==> src/rtl/tt_vpu_ovi_pkg.sv <==
// Shared definitions for the OVI vector store drain.
// Holds the parameter defaults and the drain FSM state encoding.
// No ports: this is a package imported by tt_vpu_ovi_st_fifo and
// tt_vpu_ovi_store_drain.
package tt_vpu_ovi_pkg;

  localparam int DEF_VLEN    = 256;
  localparam int DEF_STORE_W = 512;
  localparam int DEF_DEPTH   = 8;
  localparam int DEF_CREDITS = 32;

  typedef logic [1:0] state_t;

  localparam state_t ST_IDLE   = 2'd0;
  localparam state_t ST_FILL   = 2'd1;
  localparam state_t ST_SYNC   = 2'd2;
  localparam state_t ST_LQWAIT = 2'd3;

endpackage

==> src/rtl/tt_vpu_ovi_st_fifo.sv <==
// Store data buffer: DEPTH entries of VLEN bits with single-entry push and
// multi-entry pop (0..RATIO entries per cycle).
// Ports:
//   clk, reset_n  clock, asynchronous active-low reset
//   clear         synchronous flush of pointers and occupancy
//   push          write push_data at the tail
//   push_data     VLEN-bit entry
//   pop_cnt       number of entries retired from the head this cycle
//   head_data     the RATIO oldest entries, head entry in the low lane
//   occupancy     number of valid entries
//   full, empty   occupancy flags
module tt_vpu_ovi_st_fifo
  import tt_vpu_ovi_pkg::*;
#(
  parameter int VLEN  = DEF_VLEN,
  parameter int DEPTH = DEF_DEPTH,
  parameter int RATIO = DEF_STORE_W / DEF_VLEN
) (
  input  logic                    clk,
  input  logic                    reset_n,
  input  logic                    clear,
  input  logic                    push,
  input  logic [VLEN-1:0]         push_data,
  input  logic [$clog2(RATIO):0]  pop_cnt,
  output logic [RATIO*VLEN-1:0]   head_data,
  output logic [$clog2(DEPTH):0]  occupancy,
  output logic                    full,
  output logic                    empty
);

  localparam int PW = $clog2(DEPTH);
  localparam int OW = PW + 1;

  logic [VLEN-1:0] mem_r [DEPTH];
  logic [PW-1:0]   wr_ptr_r;
  logic [PW-1:0]   rd_ptr_r;
  logic [OW-1:0]   occ_r;

  // Entry storage; contents need no reset because occupancy gates every use.
  always_ff @(posedge clk) begin
    if (push) begin
      mem_r[wr_ptr_r] <= push_data;
    end
  end

  // Pointers wrap naturally since DEPTH is a power of two; a same-cycle push
  // and pop moves occupancy by push - pop_cnt.
  always_ff @(posedge clk or negedge reset_n) begin
    if (!reset_n) begin
      wr_ptr_r <= '0;
      rd_ptr_r <= '0;
      occ_r    <= '0;
    end else if (clear) begin
      wr_ptr_r <= '0;
      rd_ptr_r <= '0;
      occ_r    <= '0;
    end else begin
      if (push) begin
        wr_ptr_r <= wr_ptr_r + PW'(1);
      end else begin
        wr_ptr_r <= wr_ptr_r;
      end
      rd_ptr_r <= rd_ptr_r + PW'(pop_cnt);
      occ_r    <= occ_r + OW'(push) - OW'(pop_cnt);
    end
  end

  for (genvar i = 0; i < RATIO; i++) begin : g_head
    assign head_data[i*VLEN +: VLEN] = mem_r[rd_ptr_r + PW'(i)];
  end

  assign occupancy = occ_r;
  assign full      = (occ_r == OW'(DEPTH));
  assign empty     = (occ_r == '0);

endmodule

==> src/rtl/tt_vpu_ovi_store_drain.sv <==
// OVI vector store drain: buffers vs3 register data, packs RATIO registers
// into each OVI store beat under credit flow control, runs the memop sync
// handshake and signals completion once the load/store queue has drained.
// Ports:
//   clk, reset_n          clock, asynchronous active-low reset
//   start                 begin a store (ignored while busy)
//   wr_valid/ready/data   vs3 register write into the buffer
//   lq_done               final register of the store is being presented
//   lq_empty              load/store queue empty
//   abort                 synchronous kill of the current store
//   store_valid/data      OVI store beat (entry 0 in the low lane)
//   store_credit          one OVI store credit returned
//   memop_sync_start/end  sync handshake
//   commit                one-cycle completion pulse
//   busy                  store in progress
//   err_overflow          sticky: write while full or credit beyond CREDITS
module tt_vpu_ovi_store_drain
  import tt_vpu_ovi_pkg::*;
#(
  parameter int VLEN    = DEF_VLEN,
  parameter int STORE_W = DEF_STORE_W,
  parameter int DEPTH   = DEF_DEPTH,
  parameter int CREDITS = DEF_CREDITS
) (
  input  logic               clk,
  input  logic               reset_n,
  input  logic               start,
  input  logic               wr_valid,
  output logic               wr_ready,
  input  logic [VLEN-1:0]    wr_data,
  input  logic               lq_done,
  input  logic               lq_empty,
  input  logic               abort,
  output logic               store_valid,
  output logic [STORE_W-1:0] store_data,
  input  logic               store_credit,
  output logic               memop_sync_start,
  input  logic               memop_sync_end,
  output logic               commit,
  output logic               busy,
  output logic               err_overflow
);

  localparam int RATIO = STORE_W / VLEN;
  localparam int OW    = $clog2(DEPTH) + 1;
  localparam int CW    = $clog2(RATIO) + 1;
  localparam int CRW   = $clog2(CREDITS) + 1;

  state_t             state_r;
  state_t             state_nxt_s;
  logic               done_r;
  logic               sync_end_r;
  logic [CRW-1:0]     credits_r;
  logic               store_valid_r;
  logic [STORE_W-1:0] store_data_r;
  logic               sync_start_r;
  logic               commit_r;
  logic               err_r;

  logic               accepting_s;
  logic               wr_fire_s;
  logic               done_set_s;
  logic               issue_s;
  logic [CW-1:0]      pop_cnt_s;
  logic [STORE_W-1:0] head_s;
  logic [STORE_W-1:0] beat_s;
  logic [OW-1:0]      occ_s;
  logic               full_s;
  logic               empty_s;
  logic               credit_full_s;

  // The start cycle itself may carry the first register.
  assign accepting_s   = (state_r == ST_FILL) || ((state_r == ST_IDLE) && start);
  assign wr_ready      = !full_s && ((state_r == ST_IDLE) || (state_r == ST_FILL));
  assign wr_fire_s     = wr_valid && wr_ready && accepting_s && !abort;
  // lq_done only counts once its accompanying register (if any) is taken.
  assign done_set_s    = accepting_s && lq_done && (!wr_valid || wr_fire_s) && !abort;
  assign credit_full_s = (credits_r == CRW'(CREDITS));

  tt_vpu_ovi_st_fifo #(
    .VLEN  (VLEN),
    .DEPTH (DEPTH),
    .RATIO (RATIO)
  ) u_fifo (
    .clk       (clk),
    .reset_n   (reset_n),
    .clear     (abort),
    .push      (wr_fire_s),
    .push_data (wr_data),
    .pop_cnt   (pop_cnt_s),
    .head_data (head_s),
    .occupancy (occ_s),
    .full      (full_s),
    .empty     (empty_s)
  );

  // Beat issue: a full beat when RATIO entries wait, otherwise a partial
  // flush of the tail once the final register has been seen.
  always_comb begin
    issue_s   = 1'b0;
    pop_cnt_s = '0;
    if (abort || (state_r != ST_FILL) || (credits_r == '0)) begin
      issue_s = 1'b0;
    end else if (occ_s >= OW'(RATIO)) begin
      issue_s   = 1'b1;
      pop_cnt_s = CW'(RATIO);
    end else if (done_r && !empty_s) begin
      issue_s   = 1'b1;
      pop_cnt_s = CW'(occ_s);
    end else begin
      issue_s = 1'b0;
    end
  end

  // Zero the lanes a partial beat does not fill.
  always_comb begin
    beat_s = '0;
    for (int i = 0; i < RATIO; i++) begin
      if (CW'(i) < pop_cnt_s) begin
        beat_s[i*VLEN +: VLEN] = head_s[i*VLEN +: VLEN];
      end else begin
        beat_s[i*VLEN +: VLEN] = '0;
      end
    end
  end

  // Next-state logic; FILL waits for the last beat to leave before syncing.
  always_comb begin
    state_nxt_s = state_r;
    if (abort) begin
      state_nxt_s = ST_IDLE;
    end else begin
      case (state_r)
        ST_IDLE:   state_nxt_s = start ? ST_FILL : ST_IDLE;
        ST_FILL:   state_nxt_s = (done_r && empty_s && !store_valid_r && !wr_fire_s)
                                 ? ST_SYNC : ST_FILL;
        ST_SYNC:   state_nxt_s = (memop_sync_end || sync_end_r) ? ST_LQWAIT : ST_SYNC;
        ST_LQWAIT: state_nxt_s = lq_empty ? ST_IDLE : ST_LQWAIT;
        default:   state_nxt_s = ST_IDLE;
      endcase
    end
  end

  // FSM state plus the done and early-sync_end flags.
  always_ff @(posedge clk or negedge reset_n) begin
    if (!reset_n) begin
      state_r    <= ST_IDLE;
      done_r     <= 1'b0;
      sync_end_r <= 1'b0;
    end else begin
      state_r <= state_nxt_s;
      if (abort) begin
        done_r <= 1'b0;
      end else if (done_set_s) begin
        done_r <= 1'b1;
      end else if (state_r != ST_FILL) begin
        done_r <= 1'b0;
      end else begin
        done_r <= done_r;
      end
      // A sync_end that beats the drain is held until SYNC consumes it.
      if (abort) begin
        sync_end_r <= 1'b0;
      end else if ((state_r == ST_FILL) && memop_sync_end) begin
        sync_end_r <= 1'b1;
      end else if (state_r == ST_SYNC) begin
        sync_end_r <= 1'b0;
      end else begin
        sync_end_r <= sync_end_r;
      end
    end
  end

  // Credit pool and sticky overflow; credits survive an abort.
  always_ff @(posedge clk or negedge reset_n) begin
    if (!reset_n) begin
      credits_r <= CRW'(CREDITS);
      err_r     <= 1'b0;
    end else begin
      if (issue_s && !store_credit) begin
        credits_r <= credits_r - CRW'(1);
      end else if (!issue_s && store_credit && !credit_full_s) begin
        credits_r <= credits_r + CRW'(1);
      end else begin
        credits_r <= credits_r;
      end
      err_r <= err_r
             | (store_credit && !issue_s && credit_full_s)
             | (wr_valid && full_s && accepting_s);
    end
  end

  // Registered beat and handshake pulses.
  always_ff @(posedge clk or negedge reset_n) begin
    if (!reset_n) begin
      store_valid_r <= 1'b0;
      store_data_r  <= '0;
      sync_start_r  <= 1'b0;
      commit_r      <= 1'b0;
    end else begin
      store_valid_r <= issue_s;
      store_data_r  <= issue_s ? beat_s : '0;
      sync_start_r  <= (state_r == ST_IDLE) && start && !abort;
      commit_r      <= (state_r == ST_LQWAIT) && lq_empty && !abort;
    end
  end

  assign store_valid      = store_valid_r;
  assign store_data       = store_data_r;
  assign memop_sync_start = sync_start_r;
  assign commit           = commit_r;
  assign busy             = (state_r != ST_IDLE);
  assign err_overflow     = err_r;

endmodule

==> config.mk <==
export PLATFORM = sky130hd
export DESIGN_NAME = tt_vpu_ovi_store_drain
export DESIGN_NICKNAME = d
export VERILOG_FILES = /design/src/rtl/tt_vpu_ovi_pkg.sv /design/src/rtl/tt_vpu_ovi_st_fifo.sv /design/src/rtl/tt_vpu_ovi_store_drain.sv
export SDC_FILE = /design/constraint.sdc
export NUM_CORES = 2
export LEC_CHECK = 0
export CAP_MARGIN = 10
export CORE_ASPECT_RATIO = 0.9
export CORE_MARGIN = 4
export CORE_UTILIZATION = 50
export CTS_BUF_LIST = sky130_fd_sc_hd__clkbuf_8
export CTS_CLUSTER_SIZE = 10
export DETAILED_ROUTE_END_ITERATION = 10
export GPL_TIMING_DRIVEN = 0
export HOLD_SLACK_MARGIN = 0.02
export PLACE_DENSITY = 0.82
export SYNTH_ARGS = -nofsm -noshare
export SYNTH_HDL_FRONTEND = slang
export SYNTH_SLANG_ARGS = --single-unit
==> constraint.sdc <==
create_clock -name clk -period 20.5 [get_ports clk]
set_clock_uncertainty 0.1 [all_clocks]
set_input_delay 3.075 -clock clk [delete_from_list [all_inputs] [get_ports clk]]
set_output_delay 3.075 -clock clk [all_outputs]
set_load 0.005 [all_outputs]
* Yosys cells after proc, flatten, opt, wreduce, memory -nomap -nowiden
Memory sizes are Yosys's and may differ from the RTL's.
Cells that the tools add are included.
W data, S select, Z words.
** Cells by class
- Add/subtract/negate cells :: 7
- Multipliers :: 0
- Divide/modulo/power cells :: 0
- $lt $le $gt $ge :: 3
- Equal/unequal tests :: 6
- Shift-type cells :: 0
- Multiplexer cells :: 29
- Bitwise logic cells :: 2
- Reductions and logical operators :: 45
** Operators by type and width (number)
- $mux W256 :: 2
- $mux W512 :: 1
- $logic_and A1 B1 Y1 :: 22
- $mux W1 :: 13
- $mux W2 :: 6
- $mux W6 :: 2
- $logic_not A1 Y1 :: 9
- $mux W3 :: 3
- $pmux W2 S4 :: 1
- $add A3 B1 Y3 const B :: 2
- $add A6 B1 Y6 const B :: 1
- $eq A6 B6 Y1 const B :: 1
- $logic_not A6 Y1 :: 1
- $logic_or A1 B1 Y1 :: 6
- $reduce_bool A2 Y1 :: 3
- $reduce_bool A3 Y1 :: 2
- $sub A6 B1 Y6 const B :: 1
- $add A4 B1 Y4 :: 1
- $eq A2 B2 Y1 const B :: 2
- $eq A4 B4 Y1 const B :: 1
- $ge A4 B2 Y1 const B :: 1
- $logic_not A4 Y1 :: 1
- $lt A1 B2 Y1 const A :: 2
- $mux W4 :: 1
- 6 further kinds :: 7
** Word-level totals
- Register bits :: 536
- Latch bits :: 0
- RAM bits :: 2048
- ROM bits :: 0
- Bits of input ports :: 265
- Memories kept :: 1
** Memories
- u_fifo.mem_r :: words 8, bits a word 256, rd ports 2, clocked after Yosys merged registers in 0, wr ports 1, RTL line tt_vpu_ovi_st_fifo.sv:34 : logic [VLEN-1:0] mem_r [DEPTH];

* Depth between registers and ports, before layout
- Depth in word-level cells :: 11
- Depth in mapped cells :: 13
- Depth with buffers taken out :: 11

* By module
A second synthesis with hierarchy kept.
** Second synthesis, totals
- Cell total of the unflattened synthesis :: 5102
- Area total of the unflattened synthesis :: 110529.8 um^2
** By module, submodules not included
- tt_vpu_ovi_st_fifo :: instances 1, cells each 3936, area an instance 93477.2 um^2
- tt_vpu_ovi_store_drain :: instances 1, cells each 1166, area an instance 17052.6 um^2

* Least setup slack after synthesis
OpenSTA, ideal clock, no wires.
- Path type :: input port to flip-flop
- Start :: in start
- End :: mem u_fifo.mem_r[0][0] (netlist name), enable pin
- Library setup time :: 1.186 ns
- Data arrival time :: 21.339 ns
- Required time :: 19.214 ns
- Slack :: -2.125 ns
- Stages on the path :: 5
- Buffers on the path :: 0
- Cell sequence :: o21bai_1 a2111oi_4 nand2b_1 or2_2 nor3_1
** Between the ends
- Cells in the longest elaborated chain, start to end :: 6
** RTL lines
- start: declaration :: RTL line tt_vpu_ovi_store_drain.sv:27 : input logic start,
- $logic_and A1 B1 Y1 :: RTL line tt_vpu_ovi_store_drain.sv:73 : assign accepting_s = (state_r == ST_FILL) || ((state_r == ST_IDLE) && start);
- $logic_or A1 B1 Y1 :: RTL line tt_vpu_ovi_store_drain.sv:73
- $logic_and A1 B1 Y1 (2 in series) :: RTL line tt_vpu_ovi_store_drain.sv:75 : assign wr_fire_s = wr_valid && wr_ready && accepting_s && !abort;
- $mux W1 :: RTL line tt_vpu_ovi_st_fifo.sv:41 : if (push) begin
- $mux W1 (not written as such) :: RTL line tt_vpu_ovi_st_fifo.sv:42 : mem_r[wr_ptr_r] <= push_data;
- end: declaration :: RTL line tt_vpu_ovi_st_fifo.sv:34
No other way between the ends.

* Final worst setup path
- Start :: in start
- End :: mem u_fifo.mem_r[0][133] (netlist name), enable pin
The elaborated chain is that of the path after synthesis.

==> flow_summary_export.csv <==
group,metric,value,unit
placed_design,dp_slack,13.31,ns
run_status,outcome,"finished clean",
synthesis,synthXorXnorAreaFrac,0.08887,%
setup_path,start_kind,"input port",
timing,finalWorstSetupSlack,14.30,ns
timing,relSlewSlack,15.54,%
drt,wirelength_met1,114300,µm
cts,cts_tree,"done",
floorplan,initial_core_util,50.48,%
pwr,sw_frac_of_total,24.51,%
grt,grt-ovfl-total,0,
drt,antenna_left,0,
floorplan,rows,161,
cts,postCtsHoldBufs,0,
hold_path,hp-class,"reg2reg",
timing,tightest_slew,1.267,ns
pwr,power.leakage,43.96,nW
timing,setup_violations,0,
grt,antenna_found_initial,89,
placed_design,finalWeightedCongestion,0.8620,
floorplan,pin_count,783,
drt,drt-vias-per-instance,6.358,
grt,grt_pass1_wl,470100,µm
setup_path,crit_fanout,13,
cts,root_buffer,"clkbuf_8",
cts,cts_buffers,416,
synthesis,syn-cell-area,0.1084,mm²
synthesis,synth_edf_count,2048,
floorplan,die-area,0.2243,mm²
timing,fmax,0.1612,GHz
placed_design,dpl.hpwl,225900,µm
pwr,ir_drop,0.00006134,V
drt,first_pass_iters,5,
timing,holdWs,0.4096,ns
drt,wire_per_inst,33.01,µm
synthesis,ys_seq_area_share,69.10,%
synthesis,synth_top_family_by_area,"multiplexers",
drt,wl_met2,156100,µm
synthesis,yosys.area_share.simple,2.989,%
placed_design,io_buffers,780,
synthesis,synthMuxAreaShare,23.67,%
grt,grt_max_degree,129,
timing,tns,0,ns
grt,grt_usage,29.22,%
pwr,pwr-share-comb,11.8,%
grt,grt_pass1_vias,65120,
run,drv_cap,0,
final_layout,syn2layout_area_growth,21.02,%
final_layout,finalNetCount,6997,
setup_path,required,21.13,ns
drt,dr_wl_met3,33500,µm
setup_path,cp-end-kind,"register",
drt,route.vias.total,63526,
cts,cts.reportedPaths.clkPinSlew,0.06,ns
pwr,power_frac_seq,50.7,%
timing,hold_viol_final,0,
cts,cts_buffer_depth,4,
floorplan,fp.dieH,449.7,µm
cts,cts_setup_buffers,0,
synthesis,yosysWarnings,0,
setup_path,crit_type,"in2reg",
synthesis,synth_nets,5668,
timing,post-route-period-util,30.25,%
synthesis,synth_seq_cells,2584,
final_layout,final_layout_size_suffix_gt1_share,30.78,%
synthesis,synth_compound_area_share,2.069,%
timing,layout_min_cycle_time,6.202,ns
floorplan,coreArea,0.2147,mm²
floorplan,die_width,498.8,µm
drt,route.detailed.drc,0,
synthesis,synth_ff_type,"edfxtp_1",
timing,rsz0062_at_grt,"no",
pwr,intPower,8.813,mW
pwr,pwr-share-clk,37.5,%
timing,drv_slew,0,
synthesis,syn_area_per_cell,20.11,µm²
setup_path,crit_arrival,6.83,ns
pwr,switching_power,2.861,mW
cts,cts_resized,0,
synthesis,postSynthCellCount,5390,
cts,h-tree-depth,5,
synthesis,ys_async_sr_fraction,20.74,%
drt,routed_wl,329800,µm
synthesis,synth.distinct_cells,53,
drt,top_layer_used,"met5",
synthesis,synth_adder_area_share,0.1639,%
cts,clock_sinks,2584,
pwr,powerDensity,88.98,mW/mm²
cts,clkLatencyLatePin,1.08,ns
drt,drt_iter0_drc,8540,
==> cell usage after synthesis (3+ instances only) <==
| library cell | number | area share [%] |
|---|---|---|
| mux2i_1 | 258 | 2.4 |
| buf_1 | 22 | 0.076 |
| nand2_1 | 519 | 1.8 |
| nand2b_1 | 6 | 0.035 |
| o21ai_0 | 4 | 0.018 |
| xor2_1 | 5 | 0.040 |
| buf_12 | 22 | 0.41 |
| a21oi_2 | 200 | 1.6 |
| buf_2 | 196 | 0.90 |
| nor3_1 | 8 | 0.037 |
| mux4_2 | 1024 | 21 |
| nor2b_1 | 4 | 0.023 |
| a21oi_1 | 64 | 0.30 |
| dfrtp_1 | 535 | 12 |
| clkbuf_1 | 129 | 0.45 |
| inv_1 | 7 | 0.024 |
| ha_1 | 11 | 0.13 |
| xnor2_1 | 6 | 0.048 |
| nor2_1 | 276 | 0.96 |
| buf_4 | 5 | 0.035 |
| edfxtp_1 | 2048 | 57 |
| nand3b_1 | 3 | 0.021 |
==> worst paths after layout <==
check / from / to / slack (ns) / cells past startpoint
max reg2reg: state_r[0]$_DFF_PN0_ / u_fifo.mem_r[0][133]$_DFFE_PP_ / 16.24 / 11
max: start / u_fifo.mem_r[0][133]$_DFFE_PP_ / 14.30 / 11
max in group asynchronous: reset_n / store_data[490]$_DFF_PN0_ / 16.43 / 4
min: err_overflow$_DFF_PN0_ / err_overflow$_DFF_PN0_ / 0.41 / 1
min reg2reg: err_overflow$_DFF_PN0_ / err_overflow$_DFF_PN0_ / 0.41 / 1
min in group asynchronous: reset_n / store_data[119]$_DFF_PN0_ / 1.81 / 1
==> power by group through the flow <==
stage          Clock, mW  Combinational (mW)  Sequential, mW
2_1_floorplan          0               0.726            6.02
3_3_place_gp           0                1.30            6.08
3_5_place_dp           0                1.37            6.02
4_1_cts             4.42                1.38            5.92
5_1_grt             4.69                1.46            5.93
6_report            4.38                1.38            5.92
==> state kept, by name, indices dropped and copies added, names as in the netlist, 2 cells and up <==
name	flops
u_fifo.mem_r	2048
store_data	512
credits_r	6
u_fifo.occupancy	4
u_fifo.rd_ptr_r	3
u_fifo.wr_ptr_r	3
state_r	2
==> cell usage in the layout (no fill, tap or decap), types with 5 or more instances in the layout <==
master,instances
bufinv_16,14
nand2_1,519
xor2_1,5
mux2i_1,258
clkdlybuf4s50_1,779
xnor2_1,6
buf_8,17
a21oi_2,200
diode_2,80
mux4_2,1024
clkbuf_2,19
buf_16,49
buf_12,88
buf_1,22
nor2_4,6
inv_1,167
dfrtp_1,535
buf_4,5
clkinv_1,47
a21oi_1,64
buf_2,196
clkinv_2,39
ha_1,11
clkbuf_8,487
nand2b_1,6
edfxtp_1,2048
clkbuf_1,110
nor3_1,6
nor2_1,270
==> critical path, stage by stage <==
cell and delay, ns:
clkdlybuf4s50_1 0.51, o21bai_1 0.14, a2111oi_4 0.57, nand2b_1 0.19
or2_2 0.42, nor3_4 0.78, buf_16 0.25, buf_16 0.18
buf_8 0.21, buf_8 0.23, buf_8 0.20
==> cell type report <==
class	count	area, µm²
fill	14687	83540
sequential	2584	74910
multi-input combinational	2422	31480
timing repair buffer	911	10720
clock buffer	487	6703
tap	2852	3568
buffer	376	2072
clock inverter	272	1503
antenna	80	200.2
inverter	8	32.53
==> kinds of logic after synthesis <==
logic type / after synthesis
mux: 1283
buf+inv: 384
flops: 2584
xor+xnor: 11
compound gates: 281
fa+ha+maj: 13
simple gates: 834
==> per-layer routing <==
metal	GRT usage, %	vias to the layer above
li1	-	24763
met1	37.44	33148
met2	45.06	4676
met3	6.436	929
met4	20.05	10
met5	0	-
==> per-stage QoR <==
stage	power (mW)	std cells	instance area, µm²	utilization [%]
6_report	11.67	9992	131200	61.10
5_1_grt	12.07	9980	131200	61.08
4_1_cts	11.72	9911	131000	61.00
3_5_place_dp	7.397	9152	122800	57.17
3_3_place_gp	7.379	9022	119800	55.79
2_1_floorplan	6.747	5390	108400	-
Note: power is estimated with default switching activity, not from simulation.
